`src/rtl/rr_arbiter_rts.sv`:
```
// ---------------------------------------------------------------------------
// rr_arbiter_rts
//   Round-robin output-port arbiter for the NoC router. One instance sits per
//   output port. It selects one requesting input, drives the one-hot crossbar
//   select, and runs the RTS/DCTS handshake toward the downstream router.
//   Optional packet locking (LOCK_PKT) and a burst cap (MAX_BURST).
//
// Parameters
//   NUM_PORTS  number of requesting inputs (>=2); index 0 = Local
//   LOCK_PKT   1: keep serving an input until its tail flit transfers
//   MAX_BURST  max consecutive transfers to one input while others wait
//              (0 = unlimited)
//
// Ports
//   clk       in   clock, rising edge
//   rst       in   asynchronous active-high reset
//   Req       in   per-input request level
//   Tail      in   per-input "current flit is the packet tail"
//   DCTS      in   downstream clear-to-send
//   RTS       out  registered request-to-send to downstream
//   Grant     out  one-hot pop strobe, only in the transfer cycle
//   Xbar_sel  out  one-hot crossbar select, zero when idle
// ---------------------------------------------------------------------------
module rr_arbiter_rts #(
  parameter int NUM_PORTS = 5,
  parameter int LOCK_PKT  = 0,
  parameter int MAX_BURST = 0
) (
  input  logic                 clk,
  input  logic                 rst,
  input  logic [NUM_PORTS-1:0] Req,
  input  logic [NUM_PORTS-1:0] Tail,
  input  logic                 DCTS,
  output logic                 RTS,
  output logic [NUM_PORTS-1:0] Grant,
  output logic [NUM_PORTS-1:0] Xbar_sel
);

  localparam int PW = (NUM_PORTS > 1) ? $clog2(NUM_PORTS) : 1;
  localparam int BW = (MAX_BURST > 0) ? $clog2(MAX_BURST + 1) : 1;
  // Counter saturates at the cap; with no cap its value is never consulted.
  localparam logic [BW-1:0] BSAT = (MAX_BURST > 0) ? BW'(MAX_BURST) : {BW{1'b1}};

  logic [NUM_PORTS-1:0] cur_q, cur_d, nxt;
  logic                 rts_q, rts_d;
  logic [BW-1:0]        bcnt_q, bcnt_d;
  logic [PW-1:0]        ptr_q, ptr_d;
  logic                 lock_q, lock_d;
  logic                 fresh_q, fresh_d;   // entered cur, no transfer yet

  logic                 xfer, stall, locked, cap_hit, others, cur_tail;
  logic [PW-1:0]        cur_idx;

  // One-hot to index.
  function automatic logic [PW-1:0] enc(input logic [NUM_PORTS-1:0] oh);
    logic [PW-1:0] idx;
    idx = '0;
    for (int k = 0; k < NUM_PORTS; k++) begin
      if (oh[k]) idx = PW'(k);
    end
    return idx;
  endfunction

  // (p + 1) mod NUM_PORTS.
  function automatic logic [PW-1:0] inc_mod(input logic [PW-1:0] p);
    return (p == PW'(NUM_PORTS - 1)) ? '0 : p + PW'(1);
  endfunction

  // First set bit of req searching upward from start, wrapping around.
  // Rotate so start lands at bit 0, take the lowest set bit, rotate back.
  function automatic logic [NUM_PORTS-1:0] rr_pick(input logic [NUM_PORTS-1:0] req,
                                                   input logic [PW-1:0]        start);
    logic [2*NUM_PORTS-1:0] dbl;
    logic [2*NUM_PORTS-1:0] back;
    logic [NUM_PORTS-1:0]   rot;
    logic [NUM_PORTS-1:0]   pick;
    logic                   found;
    dbl   = {req, req} >> start;
    rot   = dbl[NUM_PORTS-1:0];
    pick  = '0;
    found = 1'b0;
    for (int k = 0; k < NUM_PORTS; k++) begin
      if (!found && rot[k]) begin
        pick[k] = 1'b1;
        found   = 1'b1;
      end
    end
    back = {pick, pick} << start;
    return back[2*NUM_PORTS-1:NUM_PORTS];
  endfunction

  always_comb begin
    xfer     = rts_q & DCTS;
    stall    = rts_q & ~DCTS;
    cur_idx  = enc(cur_q);
    cur_tail = |(Tail & cur_q);
    others   = |(Req & ~cur_q);

    // In the transfer cycle the flit being popped decides the lock;
    // otherwise the lock holds after a non-tail flit or before the first flit.
    locked  = (LOCK_PKT != 0) && (cur_q != '0) &&
              (xfer ? ~cur_tail : (lock_q | fresh_q));
    cap_hit = (MAX_BURST > 0) && (bcnt_q == BSAT) && others;

    if (cur_q == '0) begin
      nxt = rr_pick(Req, inc_mod(ptr_q));
    end else if (locked) begin
      nxt = cur_q;
    end else if (cap_hit) begin
      nxt = rr_pick(Req, inc_mod(cur_idx));
    end else begin
      nxt = rr_pick(Req, cur_idx);
    end

    cur_d = stall ? cur_q : nxt;
    rts_d = (cur_q != '0) & ~xfer;
    ptr_d = (xfer && cur_q != '0) ? cur_idx : ptr_q;

    bcnt_d  = bcnt_q;
    lock_d  = lock_q;
    fresh_d = fresh_q;
    if (cur_d != cur_q) begin
      bcnt_d  = '0;
      lock_d  = 1'b0;
      fresh_d = (cur_d != '0);
    end else if (xfer) begin
      if (bcnt_q != BSAT) bcnt_d = bcnt_q + BW'(1);
      fresh_d = 1'b0;
      if (cur_q != '0) lock_d = ~cur_tail;
    end
  end

  always_ff @(posedge clk or posedge rst) begin
    if (rst) begin
      cur_q   <= '0;
      rts_q   <= 1'b0;
      bcnt_q  <= '0;
      ptr_q   <= PW'(NUM_PORTS - 1);
      lock_q  <= 1'b0;
      fresh_q <= 1'b0;
    end else begin
      cur_q   <= cur_d;
      rts_q   <= rts_d;
      bcnt_q  <= bcnt_d;
      ptr_q   <= ptr_d;
      lock_q  <= lock_d;
      fresh_q <= fresh_d;
    end
  end

  assign RTS      = rts_q;
  assign Xbar_sel = cur_q;
  assign Grant    = cur_q & {NUM_PORTS{xfer}};

endmodule

```
`config.mk`:
```
export PLATFORM = sky130hd
export DESIGN_NAME = rr_arbiter_rts
export DESIGN_NICKNAME = d
export VERILOG_FILES = /design/src/rtl/rr_arbiter_rts.sv
export SDC_FILE = /design/constraint.sdc
export NUM_CORES = 1
export LEC_CHECK = 0
export CORE_MARGIN = 8
export CORE_UTILIZATION = 58
export DETAILED_ROUTE_END_ITERATION = 12
export GPL_ROUTABILITY_DRIVEN = 0
export GPL_TIMING_DRIVEN = 0
export PLACE_DENSITY = 0.89
export SYNTH_ARGS = -nofsm -noshare
export SYNTH_HDL_FRONTEND = slang
export SYNTH_SLANG_ARGS = --single-unit
```
`constraint.sdc`:
```
create_clock -name clk -period 5.81 [get_ports clk]
set_clock_uncertainty 0.15 [all_clocks]
set_input_delay 1.162 -clock clk [delete_from_list [all_inputs] [get_ports clk]]
set_output_delay 1.162 -clock clk [all_outputs]
set_load 0.01 [all_outputs]
```
# Word level (Yosys, flattened, before mapping)
# Cells that the tools add are included.
dict set report totals {
  ff_bits 9
  in_bits 13
  output_inout_bits 11
  wordCells 72
}
dict set report op_classes {
  addsub 1
  n_eq_ne 1
  shifts 4
  mux 38
  n_bitwise 6
  reduce_logical 19
}
# op count
set ops {}
lappend ops {{$mux 1} 33}
lappend ops {{$shl 10x3->10} 2}
lappend ops {{$shr 10x3->5} 2}
lappend ops {{$logic_and 1x1->1} 9}
lappend ops {{$logic_not 1->1} 8}
lappend ops {{$mux 3} 2}
lappend ops {{$and 5x5->5} 1}
lappend ops {{$logic_not 5->1} 1}
lappend ops {{$mux 5} 1}
lappend ops {{$reduce_bool 5->1} 1}
lappend ops {{$mux 2} 2}
lappend ops {{$add 3x1->3 const B} 1}
lappend ops {{$and 1x1->1} 3}
lappend ops {{$eq 3x3->1 const B} 1}
lappend ops {{$not 1->1} 2}

# Longest topological paths before layout
dict set report logic_depth {
  ltp_word 25
  ltp_mapped 11
}

# Worst setup path before layout
# Ideal clock, no wire load.
dict set report synth_timing {
  kind {input -> register}
  from {in Req[0]}
  to {reg cur_q[3], in the netlist Xbar_sel[3]}
  setup_ns 0.136
  t_arrival_ns 2.597
  required_time_ns 5.524
  path_slack_ns 2.927
  path_stages 8
  n_path_buf 1
  path_cell_list {clkbuf_1 > nor2b_1 > o21ai_0 > o221ai_4 > mux2i_1 > o41ai_2 > a211oi_1 > o221ai_2}
}
dict set report synth_via {
  elab_chain_len 21
  word_cells_on_any_way 53
  classes_between {shift (4); mux (33); reduce/logical (16)}
}
# element line_no
set synth_rtl {}
lappend synth_rtl {{start, declared} 31} ;# input logic [NUM_PORTS-1:0] Req,
lappend synth_rtl {{$shr 10x3->5} 78} ;# dbl = {req, req} >> start;
lappend synth_rtl {{$mux 1} 83} ;# if (!found && rot[k]) begin
lappend synth_rtl {{$mux 1} 105} ;# if (cur_q == '0) begin
lappend synth_rtl {{$logic_not 1->1} 83}
lappend synth_rtl {{$logic_and 1x1->1} 83}
lappend synth_rtl {{$mux 1} 83}
lappend synth_rtl {{$mux 1} 105}
lappend synth_rtl {{$logic_not 1->1} 83}
lappend synth_rtl {{(+5 left out)} --}
lappend synth_rtl {{$mux 1} 83}
lappend synth_rtl {{$mux 1} 105}
lappend synth_rtl {{$logic_not 1->1} 83}
lappend synth_rtl {{$logic_and 1x1->1} 83}
lappend synth_rtl {{$mux 1} 83}
lappend synth_rtl {{$mux 1} 105}
lappend synth_rtl {{$shl 10x3->10} 88} ;# back = {pick, pick} << start;
lappend synth_rtl {{$mux 5 *} 105}
lappend synth_rtl {{end signal, assigned} 142} ;# cur_q <= cur_d;
lappend synth_rtl {{end, declared} 44} ;# logic [NUM_PORTS-1:0] cur_q, cur_d, nxt;
# Mark *: on every way between the ends. The rest lies on a longest branch, timed or not. The select of a mux whose other input is x is not followed.
# A chain may end at the register's enable or synchronous reset.

# Worst setup path after layout
dict set report layout_timing {
  from {in DCTS}
  to {out Grant[4]}
}
dict set report layout_via {
  elab_chain_len 2
}
# element line_no
set layout_rtl {}
lappend layout_rtl {{start, declared} 33} ;# input logic DCTS,
lappend layout_rtl {{$and 1x1->1} 93} ;# xfer = rts_q & DCTS;
lappend layout_rtl {{$and 5x5->5} 153} ;# assign Grant = cur_q & {NUM_PORTS{xfer}};
lappend layout_rtl {{end, declared} 35} ;# output logic [NUM_PORTS-1:0] Grant,
# No other way between the ends.

==> impl_metrics.yaml <==
clock_network:
  htreeDepth: 1
  cts_tree: "yes"
  cts.sinks: 9
  cts-root-buf: "clkbuf_4"
  post_cts_buffers: 0
  clock_path_buffers: 2
  post_cts_resize_count: 0
  numCtsBuffers: 3
  clk-insertion-delay-late_ns: 0.27
  clkTransAtPathRegs_ns: 0.07
  hold_buffers: 0
setup_path:
  critPathSlowestCell: "clkdlybuf4s50_1"
  cp.buffers_inverters: 2
  path_cells: "clkdlybuf4s50_1 -> nand2_1 -> nor2_1 -> clkdlybuf4s50_1"
  worst-path-stages: 4
  criticalPathCategory: "in -> out"
  cp-end-kind: "primary output"
  startpoint_type: "primary input"
  r2r_cells: 10
  cp_max_fo: 7
  cp_top_family: "buffers and inverters"
  required_ns: 4.50
  cp.arrival_ns: 2.62
  max_stage_delay_ns: 0.57
  crit_top_cell: "clkdlybuf4s50_1"
die:
  die_w_um: 67.7
  start_util_pct: 62.0
  pin_count: 24
  die_y_um: 67.7
  die-area_mm2: 0.00458
  rows: 18
  core_mm2: 0.00250
detailed_routing:
  firstDrtPassIters: 5
  drt.antenna.violating_nets: 0
  vias: 1795
  routed_via_density: 6.83
  drt_iter0_drc: 215
  totalWireLength_um: 4540
  drcViolationCount: 0
  routedWlPerCell_um: 17.3
global_route:
  grt_max_degree: 11
  grt_pass1_vias: 1611
  grt_pass1_wl_um: 7430
  antenna_found_initial: 0
  grt_use_total_pct: 20.2
  grt_overflow: 0
worst_hold_path:
  whs_path_depth: 2
  hold_class: "reg -> reg"
logic_synthesis:
  netlist_area_mm2: 0.00155
  synth_top_area_cell: "dfrtp_1"
  synth.distinct_cells: 63
  synth_nets: 228
  synthCells: 213
  synthFlopType: "dfrtp_1"
  synthArstFlopShare_pct: 100
  yosys-top-cells-area: "dfrtp_1, mux2i_1, nand2_1"
  seq_area_frac_synth_pct: 14.6
  syn_avg_cell_area_um2: 7.27
  synth-seq-cells: 9
  yosysWarnings: 0
  synth_edf_count: 0
  synth_top_area_share_pct: 12.9
finish:
  final_cell_mix: "nand2_1, nor2_1, clkdlybuf4s50_1, o21ai_0, a21oi_1"
  fill_cells: 223
  fin_nets: 249
  diodes: 0
  drive_above_1_share_pct: 12.4
  layout_commonest_cell: "nand2_1"
  area_growth_pct: 14.5
  fin_cells: 263
timing:
  slew_violations: 0
  finalSetupViolations: 0
  fmax_ghz: 0.254
  hold-worst-slack_ns: 0.409
  fin_crit_sh_pct: 67.7
  tns_ns: 0
  fin_crit_ns: 3.94
  report.final.hold_viol_count: 0
  worst_slew_pin_slew_ns: 0.482
  slew_headroom_pct: 67.0
  rsz0062_at_grt: "no"
placed_design:
  hpwl_um: 3420
  post-place-cells: 259
  io_buffer_count: 16
run_status:
  status: "finished, final reports clean"
pwr:
  peakVddDrop_mv: 0.433
  p_leak_uw: 0.000660
  power.density_mw_per_mm2: 698
job:
  drv_cap: 0
-- path summary, 6_finish.rpt --
path / startpoint / endpoint / slack (ns)
min in group asynchronous: rst / Xbar_sel[2]$_DFFE_PP0N_ / 1.03
min reg2reg: ptr_q[2]$_DFFE_PP1P_ / ptr_q[2]$_DFFE_PP1P_ / 0.41
max in group asynchronous: rst / ptr_q[2]$_DFFE_PP1P_ / 4.17
max: DCTS / Grant[4] / 1.87
min: ptr_q[2]$_DFFE_PP1P_ / ptr_q[2]$_DFFE_PP1P_ / 0.41
max reg2reg: ptr_q[0]$_DFFE_PP0P_ / Xbar_sel[4]$_DFFE_PP0N_ / 2.80
-- kinds of logic (layout without fill, tap and decap cells) --
family                     Yosys count  count (layout)  share of synthesized area (%)
adders and majority gates            2               2                           1.62
DFF                                  9               9                           14.6
AOI/OAI and AO/OA                   73              73                           35.1
muxes                               15              15                           10.0
and+or+nand+nor                     93              93                           31.7
buffers and inverters               21              41                           6.87
-- routing by layer --
layer	part of all wire (%)	wire, um	vias to the layer above	GRT usage, %
met5	0	0	-	0
li1	-	-	843	-
met2	46	2090	105	33.4
met1	42	1900	839	26.3
met3	11	497	8	2.65
met4	1.2	53	0	6.27
-- final cells by class --
class / instances / area (um^2) / share of cell area, %
clock buffer: 4 / 26.3 / 1.48
timing repair buffer: 16 / 160 / 9.03
tap: 30 / 37.5 / 2.12
buffer: 16 / 87.6 / 4.94
multi-input combinational: 183 / 1220 / 68.6
inverter: 5 / 18.8 / 1.06
sequential: 9 / 226 / 12.8
-- synth_stat cells (2+ instances only) --
cell type,count
or3_1,2
o221ai_1,2
nand2_1,21
o21ai_1,3
nand3b_1,3
nor2_1,16
or3b_1,2
ha_1,2
nor2b_1,8
a22oi_1,3
buf_2,4
nor3_1,11
nand4_1,2
clkbuf_1,7
o2111ai_1,2
and3_1,4
o21ai_0,14
nor3b_1,2
a211oi_1,3
a31oi_1,2
inv_1,3
mux2i_1,13
buf_6,2
o211ai_1,4
nand2b_1,5
a21oi_1,14
o311ai_0,2
a21o_1,4
o21a_1,2
buf_4,2
inv_2,2
dfrtp_1,8
and2_1,2
nand3_1,8
-- power by group --
part | internal (uW) | leakage (uW) | total [uW] | switching, uW
Clock | 26.6 | 0.0000150 | 50.7 | 24.1
Combinational | 425 | 0.000535 | 1060 | 633
Sequential | 95.6 | 0.000110 | 129 | 33.5
-- worst reg2reg max path: stages (launching register included) --
cell	delay, ns
dfrtp_1	0.43
inv_1	0.10
ha_1	0.24
a21oi_1	0.36
buf_2	0.29
mux2i_1	0.32
a32oi_2	0.13
or3b_1	0.36
a21oi_1	0.18
mux2i_1	0.14
o211ai_1	0.22
-- through the flow --
stage          utilization, %  total power [uW]  cell area (um^2)  setup WS, ns
3_3_place_gp             69.9              1140              1750          1.92
5_1_grt                  70.9              1340              1770          1.78
6_report                 70.9              1240              1770          1.87
4_1_cts                  70.9              1220              1770          1.88
3_5_place_dp             69.9              1160              1750          1.89
2_1_floorplan               -               925              1550          2.93
-- state kept, by name, summed over array words and instances, names as in the netlist --
register  count
RTS           1
ptr_q         3
Xbar_sel      5
Note: power is estimated with default switching activity, not from simulation.
